## config.mk

```make
export PLATFORM = sky130hd
export DESIGN_NAME = icache_direct_mapped
export DESIGN_NICKNAME = d
export VERILOG_FILES = /design/src/rtl/icache_direct_mapped.sv
export SDC_FILE = /design/constraint.sdc
export NUM_CORES = 2
export LEC_CHECK = 0
export ABC_AREA = 0
export CORE_MARGIN = 4
export CORE_UTILIZATION = 35
export DETAILED_ROUTE_END_ITERATION = 7
export SYNTH_ARGS = -nofsm -noshare
export SYNTH_HDL_FRONTEND = slang
export SYNTH_SLANG_ARGS = --single-unit
```

## constraint.sdc

```tcl
create_clock -name clk -period 34.7 [get_ports clk]
set_clock_uncertainty 0.05 [all_clocks]
set_input_delay 10.41 -clock clk [delete_from_list [all_inputs] [get_ports clk]]
set_output_delay 10.41 -clock clk [all_outputs]
set_load 0.01 [all_outputs]
```

## src/rtl/icache_direct_mapped.sv

```systemverilog
// rtl/icache_direct_mapped.sv - read-only direct-mapped instruction cache with line-wide fill
module icache_direct_mapped #(
   parameter int S_INDEX  = 3,
   parameter int S_OFFSET = 5
) (
   input  logic         clk,
   input  logic         rst,
   input  logic         inst_read,
   input  logic [31:0]  inst_addr,
   output logic         inst_resp,
   output logic [31:0]  inst_rdata,
   output logic         pmem_read,
   output logic [31:0]  pmem_address,
   input  logic [255:0] pmem_rdata,
   input  logic         pmem_resp,
   output logic [31:0]  hit_count,
   output logic [31:0]  miss_count
);
   localparam int TAG_W = 32 - S_OFFSET - S_INDEX;
   localparam int SETS  = 1 << S_INDEX;

   typedef enum logic {IDLE, FILL} state_t;

   state_t                   state;
   logic [SETS-1:0]          valid;
   logic [TAG_W-1:0]         tag_arr [SETS];
   logic [255:0]             data_arr [SETS];
   logic [TAG_W+S_INDEX-1:0] fill_addr;

   logic [TAG_W-1:0]         req_tag;
   logic [S_INDEX-1:0]       req_idx;
   logic [2:0]               req_word;
   logic [TAG_W-1:0]         fill_tag;
   logic [S_INDEX-1:0]       fill_idx;
   logic                     hit;
   logic                     unused_addr_bits;

   assign req_tag          = inst_addr[31 -: TAG_W];
   assign req_idx          = inst_addr[S_OFFSET +: S_INDEX];
   assign req_word         = inst_addr[4:2];
   assign unused_addr_bits = ^inst_addr[1:0];
   assign fill_tag         = fill_addr[TAG_W+S_INDEX-1:S_INDEX];
   assign fill_idx         = fill_addr[S_INDEX-1:0];

   // Lookup is purely combinational so a hit answers in the request cycle.
   assign hit        = (state == IDLE) && inst_read && valid[req_idx]
                       && (tag_arr[req_idx] == req_tag);
   assign inst_resp  = hit;
   assign inst_rdata = data_arr[req_idx][{req_word, 5'b00000} +: 32];

   always_ff @(posedge clk or negedge rst) begin
      if (!rst) begin
         state        <= IDLE;
         valid        <= '0;
         fill_addr    <= '0;
         pmem_read    <= 1'b0;
         pmem_address <= '0;
         hit_count    <= '0;
         miss_count   <= '0;
      end else begin
         if (hit && (hit_count != 32'hFFFF_FFFF)) begin
            hit_count <= hit_count + 32'd1;
         end
         case (state)
            IDLE: begin
               if (inst_read && !hit) begin
                  fill_addr    <= {req_tag, req_idx};
                  pmem_read    <= 1'b1;
                  pmem_address <= {req_tag, req_idx, {S_OFFSET{1'b0}}};
                  if (miss_count != 32'hFFFF_FFFF) begin
                     miss_count <= miss_count + 32'd1;
                  end
                  state        <= FILL;
               end
            end
            FILL: begin
               // The fill completes even if the requester has moved on.
               if (pmem_resp) begin
                  valid[fill_idx] <= 1'b1;
                  pmem_read       <= 1'b0;
                  state           <= IDLE;
               end
            end
            default: state <= IDLE;
         endcase
      end
   end

   // Tag/data arrays carry no reset; valid bits alone gate their use.
   always_ff @(posedge clk) begin
      if ((state == FILL) && pmem_resp) begin
         data_arr[fill_idx] <= pmem_rdata;
         tag_arr[fill_idx]  <= fill_tag;
      end
   end

endmodule

```

# Word-level counts from Yosys, hierarchy flattened
# Memories as Yosys holds them, arrays and structs flattened.
# Index checks and enable logic that the tools add are counted.
# Widths: inputs -> output; s select.
[word_totals]
ram_bits = 2240
output_inout_bits = 130
memories = 2
ff_bits = 101
[memory_table]
columns = ["name", "words", "word_bits", "read_ports", "rd_ports_with_merged_regs", "wr", "line", "text"]
rows = [
  ["data_arr", 8, 256, 1, 0, 1, "27", "logic [255:0] data_arr [SETS];"],
  ["tag_arr", 8, 24, 1, 0, 1, "26", "logic [TAG_W-1:0] tag_arr [SETS];"],
]
[classes]
bitwise_logic = 2
n_eq_ne = 5
reduce_logical = 12
n_addsub = 2
n_shift = 1
muxes = 12
order_cmp = 3
[ops]
columns = ["operator", "count"]
rows = [
  ["$shiftx 256x9->32", 1],
  ["$add 32x1->32 const B", 2],
  ["$ne 32x32->1 const B", 2],
  ["$eq 24x24->1", 1],
  ["$lt 3x4->1 const B", 2],
  ["$mux 1", 8],
  ["$or 8x8->8", 1],
  ["$logic_and 1x1->1", 7],
  ["$reduce_and 2->1", 3],
  ["$pmux 1 s2", 2],
  ["$bmux 1 s3", 1],
  ["$demux 1 s3", 1],
  ["$ge 3x1->1 const B", 1],
  ["$reduce_and 3->1", 1],
  ["$ne 2x1->1 const B", 1],
  ["$ne 2x2->1 const B", 1],
  ["$logic_not 1->1", 1],
  ["$not 1->1", 1],
]

# Depth between registers and ports, before layout
[depth]
word_depth = 8
depth_mapped = 15

# Least setup slack after synthesis
# OpenSTA, ideal clock, no wires.
[synth_path]
path_type = "input to register"
startpoint = "in pmem_resp"
endpoint = "reg valid[0]"
stages = 4
setup_slack_ns = 3.260
required_ns = 34.472
arrival_time_ns = 31.212
setup_time_ns = 0.178
path_cell_list = "nand2_1 -> or2_2 -> nor3_1 -> or2_2"
[synth_between]
elab_chain_len = 1
[synth_rtl]
columns = ["item", "line", "text"]
rows = [
  ["from (decl)", "15", "input logic pmem_resp,"],
  ["$reduce_and 2->1 (no source line)", "--", ""],
  ["to (signal assigned)", "54", "valid <= '0;"],
  ["to (signal, indexed assignment)", "79", "valid[fill_idx] <= 1'b1;"],
  ["to (decl)", "25", "logic [SETS-1:0] valid;"],
]
# Every way passes these cells.
# A chain may end at the register's enable or synchronous reset.

# Worst setup path after layout
[layout_path]
startpoint = "in inst_addr[6]"
endpoint = "out inst_rdata[9]"
[layout_between]
elab_chain_len = 2
[layout_rtl]
columns = ["item", "line", "text"]
rows = [
  ["from (decl)", "9", "input logic [31:0] inst_addr,"],
  ["$mem_v2 8x256", "--", ""],
  ["$shiftx 256x9->32", "49", "assign inst_rdata = data_arr[req_idx][{req_word, 5'b00000} +: 32];"],
  ["to (decl)", "11", "output logic [31:0] inst_rdata,"],
]
# Every way passes these cells.

==> impl_metrics.env <==
export IMPL_cp_top_family="buffers and inverters"
export IMPL_ys_async_sr_fraction_pct=4.31
export IMPL_critical_path_startpoint_type="input pin"
export IMPL_cts_htree_levels=4
export IMPL_hold_class="flip-flop to flip-flop"
export IMPL_dp_hpwl_um=122000
export IMPL_timing_critical_path_slowest_stage_cell="sky130_fd_sc_hd__buf_4"
export IMPL_cts_root_buf="sky130_fd_sc_hd__clkbuf_16"
export IMPL_grt_overflow=0
export IMPL_final_max_slew_viol_count=0
export IMPL_setup_violators_final=0
export IMPL_internal_power_mw=4.83
export IMPL_clock_sinks=2341
export IMPL_power_switching_fraction_pct=22.0
export IMPL_critPathMaxStageDelay_ns=0.83
export IMPL_number_of_synthesized_flops_with_an_enable_pin=2240
export IMPL_design_core_area_um2=255000
export IMPL_clkSlewWorstSetupHoldPaths_ns=0.06
export IMPL_comb_power_share_pct=7.3
export IMPL_status="complete, no violations"
export IMPL_synth_ff_latch_count=2341
export IMPL_wl_per_cell_um=26.8
export IMPL_yosysSeqAreaShare_pct=77.7
export IMPL_p_leak_nw=33.2
export IMPL_drc_errors=0
export IMPL_power_frac_seq_pct=52.8
export IMPL_worst_hold_slack_ns=0.413
export IMPL_crit_arrival_ns=15.52
export IMPL_placementRows=185
export IMPL_crit_path_category="input pin to primary output"
export IMPL_period_needed_ns=25.98
export IMPL_cp_num_buf_inv=5
export IMPL_cts_hold_repair_buffers=0
export IMPL_syn_area_per_cell_um2=24.3
export IMPL_gr_usage_all_layers_pct=15.8
export IMPL_layout_area_overhead_vs_synth_pct=17.7
export IMPL_insertion_delay_ns=0.89
export IMPL_ys_flop_type="sky130_fd_sc_hd__edfxtp_1"
export IMPL_post_synth_num_cell_types=54
export IMPL_viasPerCell=5.17
export IMPL_io_pin_count=422
export IMPL_fmax_ghz=0.0385
export IMPL_worst_endpoint_required_ns=24.24
export IMPL_fp_dieArea_um2=265000
export IMPL_grt_setup_unrepaired="false"
export IMPL_postRouteWirelength_um=210000
export IMPL_cts_root_to_sink_buffers=3
export IMPL_detailedRoute_firstPassIterationCount=5
export IMPL_fin_util_pct=41.5
export IMPL_total_power_mw=6.19
export IMPL_finalSetupTns_ns=0
export IMPL_vias=40600
export IMPL_pwr_density_cell_nw_per_um2=58.6
export IMPL_synth_top_area_cell="sky130_fd_sc_hd__edfxtp_1"
export IMPL_maxSlewHeadroom_pct=16.2
export IMPL_grt_pass1_vias=42400
export IMPL_fin_nets=4550
export IMPL_post_route_cells_drive_above_1_share_pct=26.3
export IMPL_mappedNetlistArea_um2=89800
export IMPL_crit_path_cell_trace="buf_8, buf_4, buf_4, buf_4, mux4_2, mux4_2, mux2_2, nand2_1, o21ai_0, clkdlybuf4s50_1"
export IMPL_clockPowerShare_pct=40.0
export IMPL_dieWidth_um=515
export IMPL_synth_top_cells_by_area="sky130_fd_sc_hd__edfxtp_1 75%, sky130_fd_sc_hd__mux4_2 17%, sky130_fd_sc_hd__dfrtp_1 2.8%, sky130_fd_sc_hd__mux2i_1 0.74%, sky130_fd_sc_hd__mux2_2 0.69%"
export IMPL_tritoncts_clock_tree="built"
export IMPL_postCtsSetupRepairBufs=0
export IMPL_min_period_over_period_pct=74.9
export IMPL_finalWeightedCongestion=0.752
export IMPL_critical_path_endpoint_category="primary output"
export IMPL_worstPathMaxFanout=74
export IMPL_detail_route_antenna_nets=0
export IMPL_drt_initial_drc_count=3140
export IMPL_share_of_the_synthesized_area_in_the_top_cell_type_pct=74.9
export IMPL_ys_warnings_count=0
export IMPL_cts_resized_gates=0
export IMPL_die_height_um=515
export IMPL_cap_viol_max_count=0
export IMPL_first_pass_grt_wire_length_um=306000
export IMPL_antenna_found_initial=82
export IMPL_cp_common_cell="sky130_fd_sc_hd__buf_4"
export IMPL_sw_pwr_mw=1.36
export IMPL_grt_start_max_net_pins=121
export IMPL_timing_final_hold_violations=0
export IMPL_tritoncts_num_buffers=237
export IMPL_post_synth_inst_count=3703
export IMPL_number_of_input_and_output_port_buffers_inserted=414
export IMPL_worst_ir_drop_vdd_v=0.0000491
export IMPL_actual_slew_at_the_worst_max_slew_pin_ns=1.26
export IMPL_initial_core_util_pct=35.3
==> routing by layer <==
layer	wire (µm)	global-route usage, %	vias up
li1	-	-	17100
met1	89800	21.6	22000
met2	100000	24.8	1127
met3	16100	4.95	346
met4	4220	3.54	56
met5	330	0	-
==> through the flow <==
step / cell area, µm² / std cells / setup WS (ns)
final: 106000 / 7846 / 8.72
after global routing: 106000 / 7826 / 8.33
after CTS: 106000 / 7824 / 8.60
after detailed placement: 98100 / 7383 / 8.59
after global placement: 98100 / 7383 / 8.58
after floorplan: 89800 / 3707 / 3.26
==> worst paths after layout <==
check | end | slack (ns) | startpoint | cells past startpoint
max in group asynchronous | miss_count[17]$_DFFE_PN0P_ | 23.83 | rst | 2
min in group asynchronous | miss_count[7]$_DFFE_PN0P_ | 9.40 | rst | 1
worst min register to register | valid[7]$_DFFE_PN0P_ | 0.41 | valid[7]$_DFFE_PN0P_ | 1
worst max-delay path | inst_rdata[9] | 8.72 | inst_addr[6] | 10
worst max register to register | data_arr[4][170]$_DFFE_PP_ | 29.51 | state$_DFF_PN0_ | 6
worst min-delay path | valid[7]$_DFFE_PN0P_ | 0.41 | valid[7]$_DFFE_PN0P_ | 1
==> cell usage after synthesis (all sizes together), types with 6 or more instances <==
master / n
clkbuf: 70
nor2b: 6
nor2: 30
inv: 9
nand4: 32
edfxtp: 2240
and2: 6
o21ai: 22
and3: 22
dfrtp: 101
nor3: 18
xor2: 35
or2: 10
mux2: 55
nand2b: 7
a22oi: 10
nor4: 8
nand3: 24
mux2i: 66
mux4: 682
xnor2: 44
nand2: 44
a22o: 7
buf: 114
==> cells by family (layout without fill, tap and decap cells) <==
logic type / count (synthesis) / after routing / share of synthesized area (%)
DFF: 2341 / 2341 / 77.7
buffers and inverters: 193 / 944 / 1.03
and+or+nand+nor: 228 / 228 / 1.46
xor gates and xnor gates: 79 / 79 / 0.770
AOI/OAI and AO/OA: 56 / 56 / 0.414
adders and majority gates: 2 / 2 / 0.0279
other: 1 / 27 / 0.00417
muxes: 803 / 803 / 18.6
==> layout by cell type, fill, tap and decap left out, types with 7 or more instances in the layout <==
| cell | n |
|---|---|
| sky130_fd_sc_hd__buf_4 | 76 |
| sky130_fd_sc_hd__mux4_2 | 666 |
| sky130_fd_sc_hd__clkinv_2 | 40 |
| sky130_fd_sc_hd__o21ai_0 | 22 |
| sky130_fd_sc_hd__buf_12 | 7 |
| sky130_fd_sc_hd__clkbuf_1 | 51 |
| sky130_fd_sc_hd__edfxtp_1 | 2240 |
| sky130_fd_sc_hd__mux2_2 | 55 |
| sky130_fd_sc_hd__a22oi_1 | 10 |
| sky130_fd_sc_hd__clkbuf_16 | 238 |
| sky130_fd_sc_hd__diode_2 | 22 |
| sky130_fd_sc_hd__inv_1 | 9 |
| sky130_fd_sc_hd__clkinv_1 | 60 |
| sky130_fd_sc_hd__dfrtp_1 | 101 |
| sky130_fd_sc_hd__clkinv_16 | 9 |
| sky130_fd_sc_hd__inv_6 | 7 |
| sky130_fd_sc_hd__nor3_2 | 9 |
| sky130_fd_sc_hd__nand3_1 | 24 |
| sky130_fd_sc_hd__a22o_1 | 7 |
| sky130_fd_sc_hd__xnor2_1 | 44 |
| sky130_fd_sc_hd__bufinv_16 | 18 |
| sky130_fd_sc_hd__clkinvlp_4 | 9 |
| sky130_fd_sc_hd__nand4_1 | 30 |
| sky130_fd_sc_hd__clkdlybuf4s50_1 | 407 |
| sky130_fd_sc_hd__nor3_1 | 9 |
| sky130_fd_sc_hd__mux4_1 | 16 |
| sky130_fd_sc_hd__or2_2 | 10 |
| sky130_fd_sc_hd__xor2_1 | 35 |
| sky130_fd_sc_hd__nand2_1 | 44 |
| sky130_fd_sc_hd__nand2b_1 | 7 |
| sky130_fd_sc_hd__nor2_1 | 24 |
| sky130_fd_sc_hd__and3_1 | 22 |
| sky130_fd_sc_hd__mux2i_1 | 66 |
==> worst register-to-register path, stage by stage, from the launching register on <==
cell and delay, ns:
sky130_fd_sc_hd__dfrtp_1 0.38, sky130_fd_sc_hd__nand3_1 0.31, sky130_fd_sc_hd__nor3_2 0.73, sky130_fd_sc_hd__buf_4 0.80, sky130_fd_sc_hd__buf_4 0.84, sky130_fd_sc_hd__buf_4 0.92, sky130_fd_sc_hd__buf_4 0.71
==> area by class of cell <==
cell class              count  area (µm²)
fillers                 21900      149000
flip-flops and latches   2341       69800
repair buffers            494        4840
clock buffers             292        6190
diodes                     22        55.1
multi-input cells        1173       19200
clock inverters           149        1430
well taps                3366        4210
inverters                   9        33.8
==> sequential cells by signal, summed over array words and instances (netlist names) <==
register,cells
valid,8
tag_arr,192
hit_count,32
state,1
miss_count,32
fill_addr,27
data_arr,2048
pmem_read,1
==> power groups by stage <==
stage / Sequential, mW / Combinational [mW] / Clock, mW
after CTS: 3.27 / 0.465 / 2.54
after floorplan: 3.37 / 0.236 / 0
final: 3.27 / 0.450 / 2.48
after global placement: 3.32 / 0.459 / 0
after global routing: 3.28 / 0.484 / 2.67
after detailed placement: 3.33 / 0.464 / 0
Note: power is estimated with default switching activity, not from simulation.
